`src/rtl/uart_pkg.sv`:
```
// uart_pkg: types, constants and helpers shared by the UART
// receive and transmit paths.
package uart_pkg;

  typedef enum logic [2:0] {
    RX_IDLE,
    RX_START,
    RX_DATA,
    RX_PARITY,
    RX_STOP,
    RX_BREAK
  } uart_rx_state_e;

  localparam logic UART_IDLE_LEVEL = 1'b1;

  // Zero-extended narrower words give the same XOR reduction.
  function automatic logic parity_f(
    input logic [7:0] data,
    input logic       odd
  );
    return (^data) ^ odd;
  endfunction

endpackage

```
`src/rtl/uart_bit_timer.sv`:
```
// uart_bit_timer: free-running bit-period counter with a
// half-period preload for centring on the start bit.
module uart_bit_timer #(
  parameter int CLKS_PER_BIT = 16
) (
  input  logic clk,
  input  logic rst,
  input  logic restart,
  input  logic half,
  output logic tick
);

  localparam int W = $clog2(CLKS_PER_BIT);
  localparam logic [W-1:0] LAST = W'(CLKS_PER_BIT - 1);
  localparam logic [W-1:0] MID  = W'(CLKS_PER_BIT / 2);

  logic [W-1:0] cnt;

  assign tick = (cnt == LAST);

  always_ff @(posedge clk) begin
    if (rst) begin
      cnt <= '0;
    end else if (restart) begin
      cnt <= half ? MID : '0;
    end else if (tick) begin
      cnt <= '0;
    end else begin
      cnt <= cnt + 1'b1;
    end
  end

endmodule

```
`src/rtl/uart_rx.sv`:
```
// uart_rx: oversampling UART receiver with a single-entry
// valid/ready output register and per-frame error flags.
module uart_rx
  import uart_pkg::*;
#(
  parameter int CLKS_PER_BIT = 16,
  parameter int DATA_BITS    = 8,
  parameter int PARITY_EN    = 1,
  parameter int PARITY_ODD   = 0
) (
  input  logic                 clk,
  input  logic                 rst,
  input  logic                 rx,
  output logic [DATA_BITS-1:0] data_o,
  output logic                 valid_o,
  input  logic                 ready_i,
  output logic                 frame_err_o,
  output logic                 parity_err_o,
  output logic                 overrun_o
);

  localparam int BW = $clog2(DATA_BITS);
  localparam logic [BW-1:0] LAST_BIT = BW'(DATA_BITS - 1);

  logic rx_q;
  logic rx_s;

  uart_rx_state_e state;
  uart_rx_state_e state_nx;

  logic tick;
  logic restart;
  logic half;
  logic sample;
  logic pchk;
  logic done;
  logic last_bit;

  logic [BW-1:0]        bit_idx;
  logic [DATA_BITS-1:0] shreg;
  logic                 perr;

  always_ff @(posedge clk) begin
    if (rst) begin
      rx_q <= UART_IDLE_LEVEL;
      rx_s <= UART_IDLE_LEVEL;
    end else begin
      rx_q <= rx;
      rx_s <= rx_q;
    end
  end

  uart_bit_timer #(
    .CLKS_PER_BIT(CLKS_PER_BIT)
  ) u_timer (
    .clk    (clk),
    .rst    (rst),
    .restart(restart),
    .half   (half),
    .tick   (tick)
  );

  assign last_bit = (bit_idx == LAST_BIT);

  always_ff @(posedge clk) begin
    if (rst) begin
      state <= RX_IDLE;
    end else begin
      state <= state_nx;
    end
  end

  always_comb begin
    state_nx = state;
    unique case (state)
      RX_IDLE: begin
        if (!rx_s) state_nx = RX_START;
      end
      RX_START: begin
        if (tick) state_nx = rx_s ? RX_IDLE : RX_DATA;
      end
      RX_DATA: begin
        if (tick && last_bit) begin
          state_nx = (PARITY_EN != 0) ? RX_PARITY : RX_STOP;
        end
      end
      RX_PARITY: begin
        if (tick) state_nx = RX_STOP;
      end
      RX_STOP: begin
        if (tick) state_nx = rx_s ? RX_IDLE : RX_BREAK;
      end
      RX_BREAK: begin
        if (rx_s) state_nx = RX_IDLE;
      end
      default: state_nx = RX_IDLE;
    endcase
  end

  // Timer realigns on every state entry; DATA bits reuse its wrap.
  always_comb begin
    restart = (state_nx != state);
    half    = (state_nx == RX_START);
    sample  = (state == RX_DATA) && tick;
    pchk    = (state == RX_PARITY) && tick;
    done    = (state == RX_STOP) && tick;
  end

  always_ff @(posedge clk) begin
    if (rst) begin
      shreg   <= '0;
      bit_idx <= '0;
      perr    <= 1'b0;
    end else begin
      if ((state == RX_START) && tick) begin
        bit_idx <= '0;
        perr    <= 1'b0;
      end
      if (sample) begin
        shreg   <= {rx_s, shreg[DATA_BITS-1:1]};
        bit_idx <= bit_idx + 1'b1;
      end
      if (pchk) begin
        perr <= parity_f(8'(shreg), PARITY_ODD != 0) ^ rx_s;
      end
    end
  end

  always_ff @(posedge clk) begin
    if (rst) begin
      data_o       <= '0;
      valid_o      <= 1'b0;
      frame_err_o  <= 1'b0;
      parity_err_o <= 1'b0;
      overrun_o    <= 1'b0;
    end else begin
      overrun_o <= 1'b0;
      if (done) begin
        if (!valid_o || ready_i) begin
          valid_o      <= 1'b1;
          data_o       <= shreg;
          frame_err_o  <= !rx_s;
          parity_err_o <= perr;
        end else begin
          overrun_o <= 1'b1;
        end
      end else if (valid_o && ready_i) begin
        valid_o <= 1'b0;
      end
    end
  end

endmodule

```
`config.mk`:
```
export PLATFORM = sky130hd
export DESIGN_NAME = uart_rx
export DESIGN_NICKNAME = d
export VERILOG_FILES = /design/src/rtl/uart_pkg.sv /design/src/rtl/uart_bit_timer.sv /design/src/rtl/uart_rx.sv
export SDC_FILE = /design/constraint.sdc
export NUM_CORES = 1
export LEC_CHECK = 0
export BUFFER_PORTS_ARGS = -buffer_cell sky130_fd_sc_hd__buf_2
export CAP_MARGIN = 10
export CORE_MARGIN = 2
export CORE_UTILIZATION = 25
export DETAILED_ROUTE_END_ITERATION = 8
export PLACE_DENSITY_LB_ADDON = 0.3
export SETUP_SLACK_MARGIN = 0.02
export SLEW_MARGIN = 0
export SYNTH_ARGS = -nofsm -noshare
export SYNTH_HDL_FRONTEND = slang
export SYNTH_SLANG_ARGS = --single-unit
```
`constraint.sdc`:
```
create_clock -name clk -period 1.7 [get_ports clk]
set_input_delay 0.255 -clock clk [delete_from_list [all_inputs] [get_ports clk]]
set_output_delay 0.255 -clock clk [all_outputs]
set_load 0.01 [all_outputs]
```
Word level (Yosys, flattened, before mapping):

Cells that the tools add are included.

* register bits after elaboration: 33
* bits of input ports: 4
* output and inout port bits: 12
* word-level logic and storage cells: 63

* $add $sub $neg: 2
* equal/unequal tests: 10
* multiplexer cells: 20
* bitwise operators: 2
* reductions and logical operators: 17

Operators by type and width (number)
* 3-bit two-way mux: 9
* 3-bit case mux with 6 select lines: 1
* 4-bit two-way mux: 3
* 3-bit == test, second input constant: 3
* 8-bit parity: 1
* 3-bit by 1-bit == test with 1-bit output, second input constant: 2
* 3-bit by 2-bit == test with 1-bit output, second input constant: 2
* 1-bit logical AND: 6
* 1-bit two-way mux: 6
* 2-bit nonzero test: 3
* 4-bit by 1-bit adder with 4-bit output, second input constant: 1
* 4-bit == test, second input constant: 1
* 2-bit AND reduction: 2
* 3-bit by 1-bit adder with 3-bit output, second input constant: 1
* 3-bit zero test: 1
* 3-bit != test: 1
* 1-bit zero test: 2
* 2-bit two-way mux: 1
* 2-bit by 1-bit != test with 1-bit output, second input constant: 1
* 2-bit OR reduction: 1
* 1-bit logical OR: 1
* 1-bit inverter: 1
* 1-bit bitwise XOR: 1

Longest topological paths before layout:

* word-level depth: 7
* depth in mapped cells: 7
* depth with buffers taken out: 6

By module:

From an unflattened synthesis, not the netlist that was laid out.

* cells, all modules: 155
* area, all modules: 1412.6 um^2

By module, submodules not included
* uart_rx: times used 1, cells an instance 139, area each 1242.4 um^2, seq. area each 580.6 um^2
* uart_bit_timer: times used 1, cells an instance 16, area each 170.2 um^2, seq. area each 80.1 um^2

Least setup slack after synthesis:

Ideal clock, no wire load.

* path type: flip-flop to flip-flop
* start point: register u_timer.cnt[0]
* end point: register data_o[0]
* setup time: 128 ps
* arrival time: 1462 ps
* required time: 1572 ps
* setup slack: 111 ps
* stages on the path, launching flop included: 8
* path buffers: 2
* period minus slack after synthesis: 1589 ps
* cell sequence: dfxtp_1 ha_1 and3_1 buf_2 nand4_1 buf_2 mux2i_1 nor2_1

* word-level cells in the longest chain between the ends: 3

Ends and longest elaborated chain
* from (decl): line uart_bit_timer.sv:17 `logic [W-1:0] cnt;`
* from (signal assigned): line uart_bit_timer.sv:25 `cnt <= half ? MID : '0;`
* from (signal assigned): line uart_bit_timer.sv:29 `cnt <= cnt + 1'b1;`
* 4-bit == test: line uart_bit_timer.sv:19 `assign tick = (cnt == LAST);`
* 1-bit logical AND: line uart_rx.sv:106 `done = (state == RX_STOP) && tick;`
* 2-bit AND reduction (no line)
* to (signal assigned): line uart_rx.sv:141 `data_o <= shreg;`
* to (decl): line uart_rx.sv:14 `output logic [DATA_BITS-1:0] data_o,`

Every way passes these cells.
A chain may end at the register's enable or synchronous reset.

Worst setup path after layout:

* start point: register bit_idx[0]
* end point: register u_timer.cnt[1]

* word-level cells in the longest chain between the ends: 6

Ends and longest elaborated chain
* from (decl): line uart_rx.sv:39 `logic [BW-1:0] bit_idx;`
* from (signal assigned): line uart_rx.sv:121 `bit_idx <= bit_idx + 1'b1;`
* 3-bit == test: line uart_rx.sv:63 `assign last_bit = (bit_idx == LAST_BIT);`
* 1-bit logical AND: line uart_rx.sv:83 `if (tick && last_bit) begin`
* 3-bit two-way mux: line uart_rx.sv:83
* 3-bit case mux with 6 select lines: line uart_rx.sv:75 `unique case (state)`
* 3-bit != test: line uart_rx.sv:102 `restart = (state_nx != state);`
* 4-bit two-way mux: line uart_bit_timer.sv:24 `end else if (restart) begin`

Every way passes these cells.

==> results.md <==
* Outcome: finished clean
* Final Routed Wirelength at 2.91 mm
* EDFF count, synth at 0
* Global-route wire length before repair at 5.09 mm
* Ranking of synthesized cells by area: dfxtp_1 45%, mux2i_1 12%, nor2_1 6.1%
* FF+latch count, synth at 33
* Worst Setup End Kind: flip-flop
* Cell with the most instances after synthesis: dfxtp_1
* Critical Path Start Type: flip-flop
* Final design area excluding fillers at 0.00182 mm^2
* Ys flop type: dfxtp_1
* Critical path's largest stage delay at 0.34 ns
* Initial Utilization at 26.2%
* Most frequent cells after synthesis: 33 x dfxtp_1, 24 x nor2_1, 18 x mux2i_1, 9 x o21ai_0, 7 x nand2_1
* Drt wl/cell at 11.4 um
* Final Core Density at 32.4%
* Setup_tns at 0 ns
* Switch Pwr at 0.316 mW
* R2r setup slk at 0.14 ns
* Worst Path Required at 1.90 ns
* Sequential share of the synthesized area at 44.9%
* WP data arrival at 1.76 ns
* Die area at 0.00651 mm^2
* Synthesized Nets at 167
* Cts bufs inserted at 5
* Global-route usage over all layers at 10.2%
* Placed cell area at 0.00168 mm^2
* # DRC at 0
* Finished Layout Cells at 255
* Hold Crit Class: primary input to flip-flop
* Slowest CP cell: dfxtp_1
* Total of max-cap violations at 0
* Num rows at 27
* Vias in the first global route at 1,127
* Slew Limit Fails at 0
* Pwr Density at 820 mW/mm^2
* Area leader, netlist: dfxtp_1
* CTS Sinks at 33
* Worst-path cell chain: ha_1 > ha_1 > and2_1 > o21ai_1 > nand4_1 > nor3b_1
* Sequential share of power at 53.4%
* Worst-path maximum fanout at 4
* Worst-path clk slew at 0.06 ns
* Gate power share at 3.8%
* H-tree depth at 2
* Post-synthesis cell count at 160
* Synthesized area at 0.00147 mm^2
* Final #Nets at 189
* Drt pass-1 iters at 4
* Slew @ Worst Pin at 0.412 ns
* Die width at 80.7 um
* CTS tree: built
* RR Startpoint: bit_idx[0]$_SDFFE_PP0P_
* N_diodes at 0
* Leak Pwr at 0.816 nW
* DR iter-0 viols at 25
* Initial antenna violation count at 0
* Async set-reset flop share out of synthesis at 0%
* Setup Skew at 0.00638 ns
* Clk_lat worst skew at 0.28 ns
* Total gr overflow at 0
* Fraction of layout cells with a size suffix above 1 at 21.3%
* Int Power at 1.18 mW
* GP Congestion at 0.777
* Worst Reg-to-Reg Cells at 6
* Peak supply drop at 0.393 mV
* I/O Buffers at 15
* Period minus WS final at 1.56 ns
* Yosys top cell area share at 44.9%
* Cell total after placement at 245
* Yosys warns at 0
* Final setup fails at 0
* Vias at 1,145
* Core area at 0.00561 mm^2
* Die Y-Extent at 80.7 um
* Critical Path Sink: u_timer.cnt[1]$_SDFF_PP0_
* Max clock buf depth at 2
* Clk root buf: clkbuf_8
* Period utilization at 91.9%
* Area Overhead vs Synth at 23.6%
* Distinct cells, synth at 33
* Post-DP HPWL at 1.98 mm
* Clk network pwr share at 42.9%
* Largest net degree at the start of global routing at 29
* CP dominant cell by count: ha_1
* Unrepaired setup endpoints after global routing: false
* Routed Antenna Nets at 0
* Worst reg2reg path endpoint: u_timer.cnt[1]$_SDFF_PP0_
* Relative slew slack at 72.2%
* CP Launch Point: bit_idx[0]$_SDFFE_PP0P_
* Vias/cell at 4.49
* Highest Clock Rate at 0.640 GHz
* Setup Crit Path Kind: flip-flop to flip-flop
* Fin. Hold Viols at 0
* I/O pins at 16
* Post-Syn Area per Cell at 9.20 um^2
* Sw Ratio at 21.2%
[how the worst min path moves through the flow]
stage	startpoint	endpoint	slack, ns	cells past startpoint
after global routing	rx	rx_q$_SDFF_PP1_	0.15	2
after detailed placement	rx_q$_SDFF_PP1_	rx_s$_SDFF_PP1_	0.40	1
after CTS	rx	rx_q$_SDFF_PP1_	0.15	2
after floorplan	rx	rx_q$_SDFF_PP1_	0.36	1
after global placement	rx_q$_SDFF_PP1_	rx_s$_SDFF_PP1_	0.39	1
final	rx	rx_q$_SDFF_PP1_	0.16	2
[critical path: cells and delay by family (launching register included)]
family,cells,cell delay [ns]
simple gates,3,0.57
fa+ha+maj,2,0.39
flops,1,0.34
compound gates,1,0.19
[metal layers]
layer	vias to the layer above	share of wire [%]	GRT usage [%]
met5	-	0	0
met4	0	2.1	5.59
met2	21	42	16.4
met3	4	4.5	3.03
li1	593	-	-
met1	527	51	12.3
[flip-flops by register name, summed over array words and instances, names as in the netlist]
signal	count
bit_idx	3
shreg	8
data_o	8
rx_q	1
parity_err_o	1
overrun_o	1
u_timer.cnt	4
perr	1
valid_o	1
state	3
frame_err_o	1
rx_s	1
[area by class of cell]
class                           count  area (um^2)
Timing Repair Buffer               26          200
Sequential cell                    33          662
Fill cell                         598         3790
Tap cell                           72         90.1
Clock inverter                      1         5.00
Clock buffer                        7         96.3
Multi-Input combinational cell    114          758
Inverter                            2         7.51
[per-stage QoR]
step	hold slack, ns	setup WS, ns	power (mW)
detailed placement	0.400	0.0675	0.869
global placement	0.393	0.0770	0.869
finish	0.160	0.137	1.49
global route	0.147	0.0283	1.56
floorplan	0.359	0.111	0.850
CTS	0.149	0.0526	1.52
[power groups by stage]
stage / Combinational (mW) / Clock, mW / Sequential, mW
floorplan: 0.0434 / 0 / 0.806
global placement: 0.0566 / 0 / 0.813
detailed placement: 0.0563 / 0 / 0.813
CTS: 0.0565 / 0.665 / 0.795
global route: 0.0653 / 0.700 / 0.799
finish: 0.0560 / 0.640 / 0.796
[cell usage in the layout, fill, tap and decap left out, types with 3 or more instances in the layout]
master	Yosys	final
xnor2_1	5	5
o21ai_0	9	8
mux2i_1	18	18
nand4_1	3	3
nand2b_1	3	3
buf_2	5	15
nand2_1	7	7
buf_4	0	8
nor3_1	6	6
a21oi_1	4	4
nand3_1	4	4
nor2b_1	3	3
nor2_1	24	24
clkbuf_8	0	7
dfxtp_1	33	32
and2_1	3	3
or2_2	3	3
[cell families (layout without fill, tap and decap cells)]
kind of cell             Yosys count  in the layout  synth area share [%]
XOR/XNOR                           7              7                  5.10
buffers and inverters             13             36                  3.74
multiplexers                      18             18                  12.2
AO/OA/AOI/OAI                     21             21                  8.84
AND/OR/NAND/NOR                   65             65                  22.6
flip-flops                        33             33                  44.9
adder cells (fa/ha/maj)            3              3                  2.55
[what timing repair did]
action,CTS,global route
hold buffers,0,0
setup buffers,0,1
hold endpoints to repair,0,0
setup endpoints to repair,0,11
gates resized for setup,0,3
Power figures use the tool's default switching activity.
